`config.mk`:
```
export PLATFORM = sky130hd
export DESIGN_NAME = gate_test_sequencer_flat
export DESIGN_NICKNAME = d
export VERILOG_FILES = /design/src/rtl/gate_test_sequencer_if.sv /design/src/rtl/gate_test_sequencer.sv /design/src/flat_wrapper.sv
export SDC_FILE = /design/constraint.sdc
export NUM_CORES = 1
export LEC_CHECK = 0
export CELL_PAD_IN_SITES_DETAIL_PLACEMENT = 1
export CELL_PAD_IN_SITES_GLOBAL_PLACEMENT = 1
export CORE_ASPECT_RATIO = 0.5
export CORE_MARGIN = 8
export CORE_UTILIZATION = 42
export CTS_CLUSTER_SIZE = 20
export DETAILED_ROUTE_END_ITERATION = 7
export GPL_TIMING_DRIVEN = 0
export PLACE_DENSITY_LB_ADDON = 0.1
export SLEW_MARGIN = 5
export SYNTH_ARGS = -nofsm -noshare
export SYNTH_HDL_FRONTEND = slang
export SYNTH_SLANG_ARGS = --single-unit
```
`constraint.sdc`:
```
create_clock -name clk -period 3.45 [get_ports clk]
set_clock_uncertainty 0.1 [all_clocks]
set_input_delay 0.69 -clock clk [delete_from_list [all_inputs] [get_ports clk]]
set_output_delay 0.69 -clock clk [all_outputs]
set_load 0.01 [all_outputs]
```
`src/rtl/gate_test_sequencer_if.sv`:
```
// Signal bundle between the gate self-check sequencer and the gates/host it drives.
// slave = sequencer side, master = host plus gates under test.
interface gate_test_sequencer_if #(
    parameter int ERR_W = 8
);
    logic             start;
    logic             in_not;
    logic             in1_nand;
    logic             in2_nand;
    logic             out_not;
    logic             out_nand;
    logic             busy;
    logic             done;
    logic             pass;
    logic [ERR_W-1:0] err_count;
    logic [3:0]       fail_vec;

    modport slave (
        input  start, out_not, out_nand,
        output in_not, in1_nand, in2_nand, busy, done, pass, err_count, fail_vec
    );

    modport master (
        output start, out_not, out_nand,
        input  in_not, in1_nand, in2_nand, busy, done, pass, err_count, fail_vec
    );
endinterface

```
`src/rtl/gate_test_sequencer.sv`:
```
// Walks a NOT gate and a 2-input NAND gate through all four input vectors,
// waits a settle time per vector and accumulates mismatch results.
//
//   state  | meaning
//   IDLE   | waiting for start; results of last run held
//   APPLY  | vector just driven; arm settle timer
//   SETTLE | hold vector for SETTLE_CYCLES cycles
//   CHECK  | compare gate outputs against registered stimulus, step vector
//   DONE   | one-cycle done pulse, release busy
module gate_test_sequencer #(
    parameter int SETTLE_CYCLES = 4,
    parameter int REPEAT        = 1,
    parameter int ERR_W         = 8
) (
    input  logic                  clk,
    input  logic                  reset,
    gate_test_sequencer_if.slave  bus
);
    typedef enum logic [2:0] {
        S_IDLE,
        S_APPLY,
        S_SETTLE,
        S_CHECK,
        S_DONE
    } state_t;

    localparam int CNT_W  = (SETTLE_CYCLES > 1) ? $clog2(SETTLE_CYCLES) : 1;
    localparam int PCNT_W = (REPEAT > 1) ? $clog2(REPEAT) : 1;
    localparam logic [CNT_W-1:0]  SETTLE_LOAD = CNT_W'((SETTLE_CYCLES > 0) ? SETTLE_CYCLES - 1 : 0);
    localparam logic [PCNT_W-1:0] PASS_LAST   = PCNT_W'(REPEAT - 1);
    localparam logic [ERR_W-1:0]  ERR_MAX     = '1;

    state_t             state;
    logic [1:0]         idx;
    logic [PCNT_W-1:0]  pass_cnt;
    logic [CNT_W-1:0]   settle_cnt;
    logic               in_not_r;
    logic               in1_r;
    logic               in2_r;
    logic               busy_r;
    logic               done_r;
    logic               pass_r;
    logic [ERR_W-1:0]   err_r;
    logic [3:0]         fail_r;

    logic               mismatch;
    logic [ERR_W-1:0]   err_next;
    logic [1:0]         idx_inc;

    // Compare against the registered stimulus so the vector stepped on the
    // CHECK exit edge never leaks into the check of the current one.
    always_comb begin
        mismatch = 1'b0;
        err_next = err_r;
        idx_inc  = idx + 2'd1;
        if ((bus.out_not != ~in_not_r) || (bus.out_nand != ~(in1_r & in2_r))) begin
            mismatch = 1'b1;
        end
        if (mismatch && (err_r != ERR_MAX)) begin
            err_next = err_r + 1'b1;
        end
    end

    always_ff @(posedge clk or posedge reset) begin
        if (reset) begin
            state      <= S_IDLE;
            idx        <= 2'd0;
            pass_cnt   <= '0;
            settle_cnt <= '0;
            in_not_r   <= 1'b0;
            in1_r      <= 1'b0;
            in2_r      <= 1'b0;
            busy_r     <= 1'b0;
            done_r     <= 1'b0;
            pass_r     <= 1'b0;
            err_r      <= '0;
            fail_r     <= 4'd0;
        end else begin
            case (state)
                S_IDLE: begin
                    if (bus.start) begin
                        err_r    <= '0;
                        fail_r   <= 4'd0;
                        pass_r   <= 1'b0;
                        idx      <= 2'd0;
                        pass_cnt <= '0;
                        busy_r   <= 1'b1;
                        in_not_r <= 1'b0;
                        in1_r    <= 1'b0;
                        in2_r    <= 1'b0;
                        state    <= S_APPLY;
                    end
                end
                S_APPLY: begin
                    settle_cnt <= SETTLE_LOAD;
                    state      <= (SETTLE_CYCLES == 0) ? S_CHECK : S_SETTLE;
                end
                S_SETTLE: begin
                    if (settle_cnt == '0) begin
                        state <= S_CHECK;
                    end else begin
                        settle_cnt <= settle_cnt - 1'b1;
                    end
                end
                S_CHECK: begin
                    err_r <= err_next;
                    if (mismatch) begin
                        fail_r[idx] <= 1'b1;
                    end
                    if (idx != 2'd3) begin
                        idx      <= idx_inc;
                        in1_r    <= idx_inc[1];
                        in2_r    <= idx_inc[0];
                        in_not_r <= idx_inc[0];
                        state    <= S_APPLY;
                    end else if (pass_cnt != PASS_LAST) begin
                        idx      <= 2'd0;
                        pass_cnt <= pass_cnt + 1'b1;
                        in1_r    <= 1'b0;
                        in2_r    <= 1'b0;
                        in_not_r <= 1'b0;
                        state    <= S_APPLY;
                    end else begin
                        done_r <= 1'b1;
                        pass_r <= (err_next == '0);
                        state  <= S_DONE;
                    end
                end
                S_DONE: begin
                    done_r <= 1'b0;
                    busy_r <= 1'b0;
                    state  <= S_IDLE;
                end
                default: state <= S_IDLE;
            endcase
        end
    end

    assign bus.in_not    = in_not_r;
    assign bus.in1_nand  = in1_r;
    assign bus.in2_nand  = in2_r;
    assign bus.busy      = busy_r;
    assign bus.done      = done_r;
    assign bus.pass      = pass_r;
    assign bus.err_count = err_r;
    assign bus.fail_vec  = fail_r;
endmodule

```
`src/flat_wrapper.sv`:
```
// flat-port wrapper written by rule: the top's interface ports become plain ports
module gate_test_sequencer_flat 
#(
    parameter int SETTLE_CYCLES = 4,
    parameter int REPEAT        = 1,
    parameter int ERR_W         = 8
)
  (clk, reset, bus_start, bus_out_not, bus_out_nand, bus_in_not, bus_in1_nand, bus_in2_nand, bus_busy, bus_done, bus_pass, bus_err_count, bus_fail_vec);
  gate_test_sequencer_if #(.ERR_W(ERR_W)) bus_i ();
  input  logic clk;
  input  logic reset;
  input wire logic [$bits(bus_i.start)-1:0] bus_start;
  input wire logic [$bits(bus_i.out_not)-1:0] bus_out_not;
  input wire logic [$bits(bus_i.out_nand)-1:0] bus_out_nand;
  output wire logic [$bits(bus_i.in_not)-1:0] bus_in_not;
  output wire logic [$bits(bus_i.in1_nand)-1:0] bus_in1_nand;
  output wire logic [$bits(bus_i.in2_nand)-1:0] bus_in2_nand;
  output wire logic [$bits(bus_i.busy)-1:0] bus_busy;
  output wire logic [$bits(bus_i.done)-1:0] bus_done;
  output wire logic [$bits(bus_i.pass)-1:0] bus_pass;
  output wire logic [$bits(bus_i.err_count)-1:0] bus_err_count;
  output wire logic [$bits(bus_i.fail_vec)-1:0] bus_fail_vec;
  assign bus_i.start = bus_start;
  assign bus_i.out_not = bus_out_not;
  assign bus_i.out_nand = bus_out_nand;
  assign bus_in_not = bus_i.in_not;
  assign bus_in1_nand = bus_i.in1_nand;
  assign bus_in2_nand = bus_i.in2_nand;
  assign bus_busy = bus_i.busy;
  assign bus_done = bus_i.done;
  assign bus_pass = bus_i.pass;
  assign bus_err_count = bus_i.err_count;
  assign bus_fail_vec = bus_i.fail_vec;
  gate_test_sequencer #(.SETTLE_CYCLES(SETTLE_CYCLES), .REPEAT(REPEAT), .ERR_W(ERR_W)) u_core (.clk(clk), .reset(reset), .bus(bus_i));
endmodule
```
[Word-level counts from Yosys, hierarchy flattened]
Cells that the tools add are included.
Storage, ports and cells
  output and inout port bits: 18
  bits in latches: 0
  memory bits (read-only): 0
  bits in writable memories: 0
  word-level logic and storage cells: 92
  flip-flop bits (word level): 25
  input bits: 5
  memories: 0
Operators by class
  $mul: 0
  bitwise logic cells: 4
  muxes and demuxes: 37
  magnitude comparators: 2
  reductions and logical operators: 19
  shift-type cells: 0
  add/sub/neg operators: 4
  div/mod/pow operators: 0
  equality and inequality tests: 15
Operator list (count)
  8-bit 2-to-1 mux: 2
  8-bit case mux with 2 select lines: 1
  1-bit 2-to-1 mux: 13
  3-bit 2-to-1 mux: 4
  1-bit case mux with 2 select lines: 6
  3-bit case mux with 4 select lines: 1
  3-bit AND reduction: 4
  2-bit inequality test (second input constant): 5
  8-bit by 1-bit adder with 8-bit output (second input constant): 1
  8-bit logical NOT: 1
  2-bit 2-to-1 mux: 4
  4-bit 2-to-1 mux: 2
  8-bit inequality test (second input constant): 1
  2-bit case mux with 2 select lines: 2
  4-bit case mux with 2 select lines: 1
  2-bit AND reduction: 4
  2-bit nonzero test: 4
  3-bit by 2-bit equality test with 1-bit output (second input constant): 2
  2-bit by 1-bit inequality test with 1-bit output (second input constant): 2
  4-bit OR: 1
  4-bit AND reduction: 1
  3-bit by 1-bit equality test with 1-bit output (second input constant): 1
  3-bit equality test (second input constant): 1
  3-bit logical NOT: 1
  other kinds (13): 16

[Logic depth before layout (Yosys ltp)]
Gate-level depths: netlist of run 1.
  word-level depth: 11
  gate-level depth with buffers: 7
  depth with buffers taken out: 6

[Least setup slack after synthesis of run 1]
OpenSTA, ideal clock, no wires.
  path kind: register to register
  from: register u_core.idx[0]
  to: register u_core.pass_r, in the netlist u_core.bus.pass
  path slack: 1.402 ns
  path buffers: 0
  required time: 3.258 ns
  stages on the path, launching flop included: 7
  library setup time: 0.092 ns
  data arrival time: 1.856 ns
  clock period less this slack: 2.048 ns
  cell sequence: dfrtp_1 -> ha_1 -> xor2_4 -> a21oi_2 -> and3_4 -> mux2_4 -> o31ai_2
On the way
  word-level cells in the longest chain between the ends: 3
RTL lines
  start: declaration: RTL line gate_test_sequencer.sv:34  | logic [1:0] idx;
  start signal: assignment: RTL line gate_test_sequencer.sv:111  | idx <= idx_inc;
  2-bit inequality test: RTL line gate_test_sequencer.sv:110  | if (idx != 2'd3) begin
  2-bit inequality test (no source line)
  4-bit AND reduction (no source line)
  end signal: assignment: RTL line gate_test_sequencer.sv:125  | pass_r <= (err_next == '0);
  end: declaration: RTL line gate_test_sequencer.sv:42  | logic pass_r;
No other way between the ends.
A chain may end at the register's enable or synchronous reset.

[Final worst setup path of run 1]
  from: input bus_out_nand
  to: register u_core.pass_r, in the netlist u_core.bus.pass
On the way
  word-level cells in the longest chain between the ends: 9
RTL lines
  start: declaration: RTL line flat_wrapper.sv:14  | input wire logic [$bits(bus_i.out_nand)-1:0] bus_out_nand;
  1-bit inequality test: RTL line gate_test_sequencer.sv:56  | if ((bus.out_not != ~in_not_r) || (bus.out_nand != ~(in1_r & in2_r))) begin
  1-bit logical OR: RTL line gate_test_sequencer.sv:56
  1-bit 2-to-1 mux: RTL line gate_test_sequencer.sv:56
  1-bit logical AND: RTL line gate_test_sequencer.sv:59  | if (mismatch && (err_r != ERR_MAX)) begin
  8-bit 2-to-1 mux: RTL line gate_test_sequencer.sv:59
  8-bit logical NOT: RTL line gate_test_sequencer.sv:125
  1-bit 2-to-1 mux: RTL line gate_test_sequencer.sv:116  | end else if (pass_cnt != PASS_LAST) begin
  1-bit 2-to-1 mux: RTL line gate_test_sequencer.sv:110
  1-bit case mux with 2 select lines: RTL line gate_test_sequencer.sv:79  | case (state)
No other way between the ends. The select of a mux whose other input is x is not followed.

==> impl_metrics.env, run 1 <==
export IMPL_crit_path_end_kind="register"
export IMPL_detail_route_wirelength_um=3526
export IMPL_area_growth_syn_to_layout_pct=24.46
export IMPL_synth_async_reset_ratio_pct=100.0
export IMPL_drc=0
export IMPL_die_area_um2=5333
export IMPL_holdBufCountCts=0
export IMPL_antenna_found_initial=0
export IMPL_yosys_warnings=0
export IMPL_leakage_nw=0.7356
export IMPL_synthDistinctLibCells=39
export IMPL_fin_tns_setup_ns=0
export IMPL_final_hold_worst_slack_ns=0.4001
export IMPL_dr_pass1_iters=4
export IMPL_syn_mean_instance_area_um2=9.301
export IMPL_final_max_slew_violation_count=0
export IMPL_num_nets_final=182
export IMPL_grt_start_max_net_pins=23
export IMPL_post_route_cells_drive_above_1_share_pct=11.24
export IMPL_portBuffers=22
export IMPL_core_area_um2=3013
export IMPL_vias_per_cell=5.421
export IMPL_grt_first_pass_wirelength_um=6127
export IMPL_boundary_pins=23
export IMPL_worstPathMaxFanout=6
export IMPL_place_hpwl_um=2556
export IMPL_rsz0062_at_grt="no"
export IMPL_total_power_w=0.001198
export IMPL_placementRows=14
export IMPL_timing_final_crit_share_pct=68.74
export IMPL_synth_fp_nets=155
export IMPL_postRouteAntennaNets=0
export IMPL_critical_path_class="in2reg"
export IMPL_critPathArrivalTime_ns=2.45
export IMPL_start_util_pct=44.14
export IMPL_timing_fmax_mhz=421.7
export IMPL_die_y_um=55.79
export IMPL_cts_max_level=1
export IMPL_cellPowerDensity_nw_per_um2=724.0
export IMPL_drt_first_iter_violations=30
export IMPL_slew_limit_headroom_pct=40.48
export IMPL_run_status="finished clean"
export IMPL_cts_buffers=3
export IMPL_synth_edf_count=0
export IMPL_globalRouteOverflowTotal=0
export IMPL_netlist_area_um2=1330
export IMPL_hold_violations=0
export IMPL_synth_main_ff_cell="sky130_fd_sc_hd__dfrtp_1"
export IMPL_cts_repair_resized=0
export IMPL_cp_start_kind="primary input"
export IMPL_worst_ep_required_time_ns=3.53
export IMPL_tightest_slew_ns=0.8919
export IMPL_floorplan_die_width_um=95.59
export IMPL_clock_tree_root="sky130_fd_sc_hd__clkbuf_8"
export IMPL_period_minus_slack_ns=2.372
export IMPL_max_cap_violations=0
export IMPL_setup_viol_count_final=0
export IMPL_routed_via_count=1133
export IMPL_wire_per_inst_um=16.87
export IMPL_antenna_diode_count=0
export IMPL_synth_ff_latch_count=22
export IMPL_tritoncts="done"
export IMPL_routabilityCongestion=0.7802
export IMPL_cts_path_max_buffers=2
export IMPL_mostFrequentLayoutCells="22 x sky130_fd_sc_hd__clkdlybuf4s50_1, 22 x sky130_fd_sc_hd__dfrtp_1, 17 x sky130_fd_sc_hd__nor2_1"
export IMPL_clkSinkCount=22
export IMPL_post_cts_setup_buffers=0
export IMPL_clkTransAtPathRegs_ns=0.08
export IMPL_overall_routing_resource_usage_pct=14.27
export IMPL_worstHoldPathType="reg2reg"
export IMPL_clkLatencyLatePin_ns=0.26
export IMPL_power_ir_vdd_worst_mv=0.3274
export IMPL_ys_seq_area_share_pct=41.39
export IMPL_netlist_instances=143
export IMPL_grt_pass1_vias=1220
## stage by stage
| stage | area [µm²] | std cells | worst slack [ns] | utilization, % |
|---|---|---|---|---|
| after floorplan | 1330 | 143 | 1.402 | - |
| after global placement | 1600 | 205 | 0.8228 | 53.11 |
| after detailed placement | 1600 | 205 | 0.8532 | 53.11 |
| after CTS | 1655 | 209 | 1.096 | 54.94 |
| after global routing | 1655 | 209 | 1.009 | 54.94 |
| final | 1655 | 209 | 1.078 | 54.94 |
## final timing paths
check / from / endpoint / slack, ns / cells after the start
max: bus_out_nand / u_core.bus.pass$_DFFE_PP0P_ / 1.08 / 6
min: u_core.bus.fail_vec[1]$_DFFE_PP0P_ / u_core.bus.fail_vec[1]$_DFFE_PP0P_ / 0.40 / 2
max reg2reg: u_core.idx[0]$_DFFE_PP0P_ / u_core.bus.pass$_DFFE_PP0P_ / 1.20 / 6
min reg2reg: u_core.bus.fail_vec[1]$_DFFE_PP0P_ / u_core.bus.fail_vec[1]$_DFFE_PP0P_ / 0.40 / 2
max in group asynchronous: reset / u_core.bus.done$_DFFE_PP0P_ / 1.89 / 2
min in group asynchronous: reset / u_core.bus.err_count[1]$_DFFE_PP0P_ / 0.81 / 2
## sequential cells by signal (all words and copies together) (netlist names)
| register | count |
|---|---|
| u_core.bus.busy | 1 |
| u_core.bus.done | 1 |
| u_core.state | 3 |
| u_core.settle_cnt | 2 |
| u_core.bus.err_count | 8 |
| u_core.bus.fail_vec | 4 |
| u_core.idx | 2 |
| u_core.bus.pass | 1 |
## report_power, final
group          switching (W)  total (W)  internal, W
registers          0.0000802   0.000412     0.000332
logic               0.000323   0.000599     0.000276
clock network      0.0000855   0.000187     0.000102
## cell usage after synthesis (all sizes together) (3+ instances only)
cell	instances	area share (%)
a21oi	14	5.6
and3	3	1.8
buf	5	2.1
dfrtp	22	41
ha	7	6.6
inv	9	2.5
mux2	3	2.8
mux2i	3	2.3
nand2	13	3.7
nand3	4	1.9
nand4	3	1.4
nor2	17	4.8
nor3	4	1.5
o21ai	8	3.0
xnor2	4	2.6
## cells by family (layout without fill, tap and decap cells)
logic type / after synthesis / in the layout / synth area share [%]
AO/OA/AOI/OAI: 35 / 35 / 16.46
AND/OR/NAND/NOR: 52 / 52 / 19.57
multiplexers: 6 / 6 / 5.080
adder cells (fa/ha/maj): 7 / 7 / 6.585
flip-flops: 22 / 22 / 41.39
XOR/XNOR: 6 / 6 / 5.927
buffers and inverters: 15 / 41 / 4.986
## layout make-up
cell class                      instances  area, µm²
Sequential cell                        22      550.5
Fill cell                             360       1358
Clock buffer                            4      55.05
Buffer                                  6      32.53
Multi-Input combinational cell        106      713.2
Inverter                                9      33.78
Timing Repair Buffer                   22      220.2
Tap cell                               40      50.05
## critical path, stage by stage
cell and delay [ns]:
sky130_fd_sc_hd__clkdlybuf4s50_1 0.53, sky130_fd_sc_hd__xor2_4 0.24, sky130_fd_sc_hd__a2bb2oi_1 0.41, sky130_fd_sc_hd__and3b_1 0.24, sky130_fd_sc_hd__o2111ai_1 0.15, sky130_fd_sc_hd__o31ai_2 0.19
## metal layers
metal  GRT usage [%]  vias to the layer above  share of wire (%)  routed length, µm
met5               0                        -                  0                  0
met4           1.952                        0                  0                  0
met3           4.172                        0                3.6                126
met2           22.62                       15                 48               1687
met1           18.93                      567                 49               1711
li1                -                      551                  -                  -
(Power assumes the default switching activity.)
==> run 2, diff against run 1 <==
--- a/config.mk
+++ b/config.mk
@@ -9,7 +9,7 @@
 export CELL_PAD_IN_SITES_GLOBAL_PLACEMENT = 1
 export CORE_ASPECT_RATIO = 0.5
 export CORE_MARGIN = 8
-export CORE_UTILIZATION = 42
+export CORE_UTILIZATION = 36
 export CTS_CLUSTER_SIZE = 20
 export DETAILED_ROUTE_END_ITERATION = 7
 export GPL_TIMING_DRIVEN = 0
==> constraint.sdc (replaced) <==
create_clock -name clk -period 2 [get_ports clk]
set_clock_uncertainty 0.1 [all_clocks]
set_input_delay 0.4 -clock clk [delete_from_list [all_inputs] [get_ports clk]]
set_output_delay 0.4 -clock clk [all_outputs]
set_load 0.01 [all_outputs]
==> impl_metrics.env, run 2 (synthesized netlist as in run 1, its figures left out) <==
export IMPL_placementRows=15
export IMPL_place_hpwl_um=2530
export IMPL_final_instance_count_excl_fill=228
export IMPL_run_status="finished clean"
export IMPL_mostFrequentLayoutCell="sky130_fd_sc_hd__clkdlybuf4s50_1"
export IMPL_holdBufCountCts=0
export IMPL_timing_final_crit_share_pct=97.61
export IMPL_max_cap_violations=0
export IMPL_worstHoldPathType="reg2reg"
export IMPL_drc=0
export IMPL_highest_signal_layer="met4"
export IMPL_final_max_slew_violation_count=0
export IMPL_cts_max_level=1
export IMPL_wl_met2_um=1662
export IMPL_leakage_nw=0.7767
export IMPL_clock_tree_root="sky130_fd_sc_hd__clkbuf_8"
export IMPL_cts_path_max_buffers=2
export IMPL_setup_viol_count_final=0
export IMPL_maximum_cell_stage_delay_along_the_critical_path_ns=0.54
export IMPL_placed_cells=216
export IMPL_hold_violations=0
export IMPL_clkSinkCount=22
export IMPL_die_y_um=58.98
export IMPL_portBuffers=22
export IMPL_post_route_cells_drive_above_1_share_pct=20.90
export IMPL_antenna_diode_count=0
export IMPL_post_dp_cell_area_um2=1617
export IMPL_postRouteAntennaNets=0
export IMPL_overall_routing_resource_usage_pct=12.63
export IMPL_floorplan_die_width_um=102.0
export IMPL_critPathArrivalTime_ns=2.03
export IMPL_grt_pass1_vias=1214
export IMPL_largest_register_ff_count=8
export IMPL_timing_fmax_mhz=512.2
export IMPL_tightest_slew_ns=0.8858
export IMPL_antenna_found_initial=0
export IMPL_critical_path_class="in2reg"
export IMPL_globalRouteOverflowTotal=0
export IMPL_cp_max_delay_cell="sky130_fd_sc_hd__clkdlybuf4s50_1"
export IMPL_core_area_um2=3491
export IMPL_cp_start_kind="primary input"
export IMPL_dr_pass1_iters=4
export IMPL_total_power_w=0.002301
export IMPL_grt_first_pass_wirelength_um=5996
export IMPL_met3_wirelength_from_detailed_routing_um=137
export IMPL_period_minus_slack_ns=1.952
export IMPL_hold_path_startpoint="u_core.bus.fail_vec[3]$_DFFE_PP0P_"
export IMPL_startpoint_of_the_worst_register_to_register_path="u_core.idx[0]$_DFFE_PP0P_"
export IMPL_worst_ep_required_time_ns=2.08
export IMPL_cellPowerDensity_nw_per_um2=1290
export IMPL_clkLatencyLatePin_ns=0.27
export IMPL_post_route_util_pct=51.08
export IMPL_routed_via_count=1168
export IMPL_cts_buffers=3
export IMPL_crit_path_launch="bus_out_not"
export IMPL_layout_filler_cells=423
export IMPL_wire_length_on_met1_um=1761
export IMPL_power_ir_vdd_worst_mv=0.6568
export IMPL_rsz0062_at_grt="no"
export IMPL_worstPathMaxFanout=4
export IMPL_slew_limit_headroom_pct=40.88
export IMPL_drt_first_iter_violations=28
export IMPL_area_growth_syn_to_layout_pct=34.05
export IMPL_tritoncts="done"
export IMPL_crit_path_end_kind="register"
export IMPL_num_nets_final=190
export IMPL_start_util_pct=38.10
export IMPL_routabilityCongestion=0.8157
export IMPL_layout_cell_area_non_filler_um2=1783
export IMPL_timing_critical_path_cells="clkdlybuf4s50_1 > xor2_2 > a21oi_2 > and3_4 > mux2_4 > o31ai_2"
export IMPL_grt_start_max_net_pins=23
export IMPL_detail_route_wirelength_um=3580
export IMPL_vias_per_cell=5.123
export IMPL_wire_per_inst_um=15.70
export IMPL_die_area_um2=6014
export IMPL_mostFrequentLayoutCells="21 x sky130_fd_sc_hd__clkdlybuf4s50_1, 18 x sky130_fd_sc_hd__dfrtp_1, 16 x sky130_fd_sc_hd__nor2_1"
export IMPL_clkTransAtPathRegs_ns=0.09
export IMPL_boundary_pins=23
run 2: cell types whose count changed in the layout (fill, tap and decap cells not counted), sizes merged:
cell / change
buf: +8
bufinv: +1
clkbuf: -1
clkdlybuf4s50: -1
dlygate4sd2: +1
run 2: worst max-delay path, delay by kind of cell:
family	cells	cell delay, ns
compound gates	2	0.32
mux	1	0.30
xor+xnor	1	0.26
simple gates	1	0.21
buf+inv	1	0.54
run 2: final cells by class:
| class | instances | area, µm² | area share, % |
|---|---|---|---|
| clock inverter | 1 | 30.03 | 1.684 |
| tap | 51 | 63.81 | 3.579 |
| sequential | 22 | 555.5 | 31.16 |
| timing repair buffer | 30 | 279.0 | 15.65 |
| multi-input combinational | 106 | 744.5 | 41.75 |
| inverter | 9 | 33.78 | 1.895 |
| clock buffer | 3 | 41.29 | 2.316 |
| buffer | 6 | 35.03 | 1.965 |
run 2: final timing paths:
kind                                                        to  slack [ns]  cells past startpoint
max                                u_core.bus.pass$_DFFE_PP0P_        0.05                      6
max in group asynchronous  u_core.bus.err_count[0]$_DFFE_PP0P_        0.68                      2
min                         u_core.bus.fail_vec[3]$_DFFE_PP0P_        0.41                      2
max reg2reg                        u_core.bus.pass$_DFFE_PP0P_        0.05                      6
min reg2reg                 u_core.bus.fail_vec[3]$_DFFE_PP0P_        0.41                      2
min in group asynchronous          u_core.state[2]$_DFFE_PP0P_        0.51                      2
run 2: what timing repair did:
item	4_1_cts	5_1_grt
pin swaps	0	1
setup buffers	2	6
resized for setup	8	6
setup endpoints to repair	7	4
run 2: report_power, final:
| part | leakage, nW | switching [W] | internal [W] | total, W |
|---|---|---|---|---|
| Sequential | 0.275 | 0.000112 | 0.000580 | 0.000691 |
| Combinational | 0.466 | 0.000618 | 0.000566 | 0.00118 |
| Clock | 0.0357 | 0.000158 | 0.000268 | 0.000425 |
run 2: metrics by stage:
stage / hold slack, ns / TNS, ns / setup slack [ns]
finish: 0.4136 / 0 / 0.04777
global route: 0.4514 / 0 / 0.008678
CTS: 0.4219 / 0 / 0.007151
detailed placement: 0.4022 / -1.680 / -0.3043
global placement: 0.3847 / -1.635 / -0.3070
floorplan: 0.2892 / 0 / 0.01975
run 2: layer usage:
metal / global-route usage (%) / up-vias
met5: 0 / -
met4: 2.479 / 0
met3: 3.981 / 5
met2: 20.66 / 11
met1: 15.97 / 589
li1: - / 563
